`src/rtl/mole_round_ctrl.sv`:
```
// Whack-a-mole round controller: picks a mole, times the guess window, judges the guess, keeps score.
// Optional feature: define WHACK_SPEEDUP_EN to shrink the window after each correct hit.
module mole_round_ctrl #(
  parameter int unsigned ROUND_CYCLES = 100000000,
  parameter int unsigned GAP_CYCLES   = 50000000,
  parameter int unsigned MAX_ROUNDS   = 16,
  parameter int unsigned SCORE_W      = 8
) (
  input  logic               i_clk,
  input  logic               i_rst_n,
  input  logic               i_start,
  input  logic               i_guess_valid,
  input  logic [2:0]         i_guess,
  input  logic [2:0]         i_random,
  output logic [2:0]         o_mole_position,
  output logic [2:0]         o_user_guess,
  output logic               o_user_right,
  output logic               o_user_wrong,
  output logic [SCORE_W-1:0] o_score,
  output logic [7:0]         o_round,
  output logic               o_round_active,
  output logic               o_game_over
);

  localparam int unsigned CNT_MAX = (ROUND_CYCLES > GAP_CYCLES) ? ROUND_CYCLES : GAP_CYCLES;
  localparam int unsigned CNT_W   = $clog2(CNT_MAX + 1);
  localparam logic [SCORE_W-1:0] SCORE_MAX = '1;

  typedef enum logic [2:0] {
    S_IDLE = 3'd0,
    S_LOAD = 3'd1,
    S_SHOW = 3'd2,
    S_GAP  = 3'd3,
    S_DONE = 3'd4
  } state_t;

  state_t             state, state_nxt;
  logic [CNT_W-1:0]   cnt, cnt_nxt;
  logic [CNT_W-1:0]   win_len_c;
  logic [2:0]         mole_nxt, guess_nxt;
  logic               right_nxt, wrong_nxt;
  logic [SCORE_W-1:0] score_nxt;
  logic [7:0]         round_nxt;

`ifdef WHACK_SPEEDUP_EN
  localparam int unsigned WIN_STEP = ROUND_CYCLES / 16;
  localparam int unsigned WIN_MIN  = ROUND_CYCLES / 4;

  logic [CNT_W-1:0] win_len, win_nxt;
  logic             start_c;

  assign start_c = i_start && (state == S_IDLE || state == S_DONE);

  // Window shrinks by a fixed step per hit, floored at a quarter of the full window
  always_comb begin
    win_nxt = win_len;
    if (start_c) begin
      win_nxt = CNT_W'(ROUND_CYCLES);
    end else if (right_nxt) begin
      win_nxt = (win_len >= CNT_W'(WIN_MIN + WIN_STEP)) ? win_len - CNT_W'(WIN_STEP)
                                                        : CNT_W'(WIN_MIN);
    end
  end

  always_ff @(posedge i_clk) begin
    if (!i_rst_n) win_len <= CNT_W'(ROUND_CYCLES);
    else          win_len <= win_nxt;
  end

  assign win_len_c = win_len;
`else
  assign win_len_c = CNT_W'(ROUND_CYCLES);
`endif

  // State and registered outputs
  always_ff @(posedge i_clk) begin
    if (!i_rst_n) begin
      state           <= S_IDLE;
      cnt             <= '0;
      o_mole_position <= '0;
      o_user_guess    <= '0;
      o_user_right    <= 1'b0;
      o_user_wrong    <= 1'b0;
      o_score         <= '0;
      o_round         <= '0;
      o_round_active  <= 1'b0;
      o_game_over     <= 1'b0;
    end else begin
      state           <= state_nxt;
      cnt             <= cnt_nxt;
      o_mole_position <= mole_nxt;
      o_user_guess    <= guess_nxt;
      o_user_right    <= right_nxt;
      o_user_wrong    <= wrong_nxt;
      o_score         <= score_nxt;
      o_round         <= round_nxt;
      o_round_active  <= (state_nxt == S_SHOW);
      o_game_over     <= (state_nxt == S_DONE);
    end
  end

  // Next-state logic
  always_comb begin
    state_nxt = state;
    case (state)
      S_IDLE:  if (i_start) state_nxt = S_LOAD;
      S_LOAD:  state_nxt = S_SHOW;
      S_SHOW:  if (i_guess_valid || cnt == '0) state_nxt = S_GAP;
      S_GAP:   if (cnt == '0) state_nxt = (o_round == 8'(MAX_ROUNDS)) ? S_DONE : S_LOAD;
      S_DONE:  if (i_start) state_nxt = S_LOAD;
      default: state_nxt = S_IDLE;
    endcase
  end

  // Output and counter next values; a guess beats a same-cycle timeout
  always_comb begin
    cnt_nxt   = cnt;
    mole_nxt  = o_mole_position;
    guess_nxt = o_user_guess;
    right_nxt = 1'b0;
    wrong_nxt = 1'b0;
    score_nxt = o_score;
    round_nxt = o_round;
    case (state)
      S_IDLE, S_DONE: begin
        if (i_start) begin
          score_nxt = '0;
          round_nxt = '0;
        end
      end
      S_LOAD: begin
        mole_nxt = (i_random == o_mole_position) ? o_mole_position + 3'd1 : i_random;
        cnt_nxt  = win_len_c - CNT_W'(1);
      end
      S_SHOW: begin
        if (i_guess_valid || cnt == '0) begin
          cnt_nxt   = CNT_W'(GAP_CYCLES - 1);
          round_nxt = o_round + 8'd1;
          if (i_guess_valid) begin
            guess_nxt = i_guess;
            if (i_guess == o_mole_position) begin
              right_nxt = 1'b1;
              if (o_score != SCORE_MAX) score_nxt = o_score + SCORE_W'(1);
            end else begin
              wrong_nxt = 1'b1;
            end
          end else begin
            wrong_nxt = 1'b1;
          end
        end else begin
          cnt_nxt = cnt - CNT_W'(1);
        end
      end
      S_GAP: begin
        if (cnt != '0) cnt_nxt = cnt - CNT_W'(1);
      end
      default: ;
    endcase
  end

endmodule
```
`config.mk`:
```
export PLATFORM = sky130hd
export DESIGN_NAME = mole_round_ctrl
export DESIGN_NICKNAME = d
export VERILOG_FILES = /design/src/rtl/mole_round_ctrl.sv
export SDC_FILE = /design/constraint.sdc
export NUM_CORES = 1
export LEC_CHECK = 0
export ABC_AREA = 1
export BUFFER_PORTS_ARGS = -buffer_cell sky130_fd_sc_hd__buf_2
export CORE_AREA = 5 5 111 113
export DETAILED_ROUTE_END_ITERATION = 10
export DIE_AREA = 0 0 116 118
export PLACE_DENSITY_LB_ADDON = 0.05
export SLEW_MARGIN = 10
export SYNTH_ARGS = -nofsm -noshare
export SYNTH_HDL_FRONTEND = slang
export SYNTH_SLANG_ARGS = --single-unit
```
`constraint.sdc`:
```
create_clock -name i_clk -period 2.3 [get_ports i_clk]
set_input_delay 0.46 -clock i_clk [delete_from_list [all_inputs] [get_ports i_clk]]
set_output_delay 0.46 -clock i_clk [all_outputs]
set_load 0.02 [all_outputs]
```
==> tab_implementation.tex <==
\begin{tabular}{lr}
\hline
Metric & Value \\
\hline
\multicolumn{2}{l}{\textbf{Status}} \\
Result of the run & complete, no violations \\
\multicolumn{2}{l}{\textbf{Clock network}} \\
TritonCTS clock tree & done \\
Later-pin clock latency in the skew report & $\sim$0.3 ns \\
H-tree levels & 2 \\
Clk slew on worst S/H paths & about 0.070 ns \\
Buffer levels on the longest clock path & 2 \\
Cts hold-fix bufs & 0 \\
Clock buffer count from CTS & 5 \\
Post-cts gate resize count & 0 \\
Total setup buffers inserted after CTS & 0 \\
TritonCTS sink count & between 50 and 60 \\
Clock tree root buffer cell & clkbuf\_16 \\
\multicolumn{2}{l}{\textbf{Placed design}} \\
Sum of net half-perimeters after detailed placement & between 6000 and 7000 um \\
Cell Count Post-Placement & about 660 \\
Global placement routability congestion & around 0.81 \\
Port Buf Inserts & 35 \\
\multicolumn{2}{l}{\textbf{Global routing}} \\
Combined global-route utilization of all metal layers & 13.6\% \\
Vias in the first global route & 2956 \\
First-pass GRT wire length & $\sim$15000 um \\
Initial antenna violation count & 0 \\
Grt ovf & 0 \\
Pin count of the biggest net entering global routing & 29 \\
\multicolumn{2}{l}{\textbf{Cells and area}} \\
Number of antenna repair diodes & 0 \\
Layout overhead on the synthesized area & 15.0\% \\
Final cell count without fillers & 666 \\
Total number of nets in the final design & approximately 540 \\
Fraction of layout instances using a drive strength above 1 & between 15 and 20\% \\
\multicolumn{2}{l}{\textbf{Yosys}} \\
Area share of the largest cell type after synthesis & about a third \\
Main combinational cell family by area after synthesis & simple AND/OR/NAND/NOR gates \\
Cell taking the most area after synthesis & dfxtp\_1 \\
Area contributors post-synth & dfxtp\_1 34\%, nand2\_1 14\%, nor2\_1 7.8\%, nand3\_1 6.0\%, inv\_1 4.8\% \\
Mapped Area & $\sim$0.0033 sq mm \\
Number of distinct library cell variants in the gate-level netlist after synthesis & 36 \\
Number of enable-type register cells in the synthesized netlist & 0 \\
Proportion of synthesized flip-flops having asynchronous set or reset & 0\% \\
Nets in the synthesized netlist & 500 \\
Xor/xnor cell area share of the yosys netlist & under 10\% \\
Register area share after synthesis & 34.3\% \\
Post-synthesis register bit count & 56 \\
Number of warnings printed during yosys synthesis & 0 \\
Post-Synth Adder-Cell Area & approximately 2.3\% \\
Area fraction in compound gates after synthesis & between 8 and 9\% \\
Mux share of post-synthesis cell area & 0\% \\
Cells after synthesis & $\sim$480 \\
Predominant post-synthesis flop cell & dfxtp\_1 \\
Simple-gate portion of the synthesized area & between 40 and 50\% \\
Mean post-synth cell area & about 6.8 sq um \\
\multicolumn{2}{l}{\textbf{Floorplan}} \\
Die width & between 100 and 150 um \\
I/O pin count & 36 \\
Initial Utilization & just under 30\% \\
Area of the die & $\sim$0.014 sq mm \\
Die extent in y & between 100 and 150 um \\
Row Count & 39 \\
Area of the placeable core & around 0.011 sq mm \\
\multicolumn{2}{l}{\textbf{Worst setup path}} \\
Worst-path maximum fanout & 17 \\
Classification of the worst setup path & flop to flop \\
Endpoint required time on the critical path & roughly 2.5 ns \\
WP data arrival & 2.09 ns \\
Crit. End Element & flop \\
Minimum setup slack among reg-to-reg paths & approximately 0.45 ns \\
Worst Setup Start Kind & flop \\
\multicolumn{2}{l}{\textbf{STA}} \\
Tmin final & roughly 1.9 ns \\
Final clock period utilization by the worst path & around four fifths \\
Final setup fails & 0 \\
Count of final hold-check violations & 0 \\
Transition at the pin with the smallest max-transition slack & 0.640 ns \\
Fin Setup TNS & 0 ns \\
Final Skew & 0.00455 ns \\
Final max-slew violation count & 0 \\
Setup repair after global routing missed its margin & false \\
Maximum achievable frequency & between 500 and 600 MHz \\
Relative slew slack & between 50\% and 60\% \\
\multicolumn{2}{l}{\textbf{Detailed routing}} \\
Met2 wirelength from detailed routing & $\sim$4200 um \\
Number of DRC markers after the initial detailed-route iteration & 130 \\
Number of remaining DRC errors & 0 \\
Vias per inst & about 4.7 \\
Final antenna-violating net count & 0 \\
Length of the first detailed-routing pass in iterations & 4 \\
Aggregate routed wire length & between 8000 and 9000 um \\
Wire length on met1 & roughly 4200 um \\
Number of vias after detailed routing & 3102 \\
Met3 wire length & 278 um \\
Highest metal layer with signal wires & met4 \\
Routed WL per cell & 13.3 um \\
\multicolumn{2}{l}{\textbf{Pwr}} \\
Cell area power density & 736 mW/mm\^{}2 \\
Pleak & 1.62 nW \\
Worst supply voltage drop on vdd & approximately 270 uV \\
\multicolumn{2}{l}{\textbf{Run}} \\
Max\_cap viols & 0 \\
\multicolumn{2}{l}{\textbf{Worst hold path}} \\
Hold WC Path Type & primary input to flop \\
\hline
\end{tabular}
-- layer usage --
layer	global-route usage, %	vias up
met1	17.9	1400
met2	22.0	53
met4	4.93	0
met5	0	-
li1	-	1636
met3	2.42	13
-- per-stage QoR --
stage / worst slack, ns / total power (W) / hold slack [ns] / area [sq um] / utilization (%)
4_1_cts: 0.433 / 0.00281 / 0.422 / 3760 / 33.5
2_1_floorplan: 0.734 / 0.00178 / 0.460 / 3270 / -
3_5_place_dp: 0.451 / 0.00199 / 0.471 / 3610 / 32.2
5_1_grt: 0.263 / 0.00295 / 0.450 / 3760 / 33.5
6_report: 0.449 / 0.00277 / 0.423 / 3760 / 33.5
3_3_place_gp: 0.466 / 0.00200 / 0.462 / 3610 / 32.2
-- state kept, by name, summed over array words and instances, names as in the netlist --
signal / cells
cnt: 27
o_round: 8
o_score: 8
o_mole_position: 3
o_user_guess: 3
state: 3
o_game_over: 1
o_round_active: 1
o_user_right: 1
o_user_wrong: 1
-- layout by cell type, fill, tap and decap left out, drive strengths merged, types with 8 or more instances in the layout --
master	instances
nand4	10
xnor2	11
inv	48
a21oi	29
xor2	8
nand2	132
nor3	14
nor2	84
dfxtp	56
o21ai	20
buf	38
nand3	43
-- cells by family after synthesis --
group | Yosys count
and+or+nand+nor | 293
buffers and inverters | 56
DFF | 56
AOI/OAI and AO/OA | 54
xor gates and xnor gates | 19
adders and majority gates | 6
-- worst max-delay path, cell delays in order (launching register included) --
cell	delay, ns
dfxtp_1	0.31
inv_1	0.11
ha_1	0.20
nand3_1	0.10
nor2_2	0.13
nand4_4	0.19
nand2_4	0.25
inv_4	0.14
nand2_2	0.12
nand2_1	0.10
a21oi_1	0.13
-- report_power, final --
part,switching [W],internal (W)
Sequential,0.000103,0.00105
Combinational,0.000540,0.000265
Clock,0.000371,0.000436
-- cells in the mapped netlist (2+ instances only) --
cell type and instances:
o21bai_1 2, o221ai_1 2, nand3b_1 5, xnor2_1 11
nor2_4 5, nand4_1 9, nand2_2 6, nor3_1 12
xor2_1 8, inv_2 5, clkbuf_1 4, nand3_2 4
nor3_2 2, nor2_2 11, o21ai_0 9, dfxtp_1 56
nor2_1 68, nand3_1 39, ha_1 6, inv_1 42
nand2_1 122, a21oi_1 28, o21ai_1 11, nor3b_1 3
nand2_4 3
-- layout make-up --
class                           instances  area (sq um)
Tap cell                              143           179
Clock buffer                            7           143
Fill cell                            1247          7460
Inverter                               49           186
Timing Repair Buffer                   38           198
Sequential cell                        56          1120
Clock inverter                          1          7.51
Multi-Input combinational cell        372          1930
-- worst paths after layout --
check                                 from               to  depth (start not counted)
worst min-delay path            i_guess[0]  o_user_guess[0]                          3
worst max-delay path                cnt[0]          cnt[11]                         10
worst min register to register  o_score[5]       o_score[5]                          2
worst max register to register      cnt[0]          cnt[11]                         10
Power figures use the tool's default switching activity.
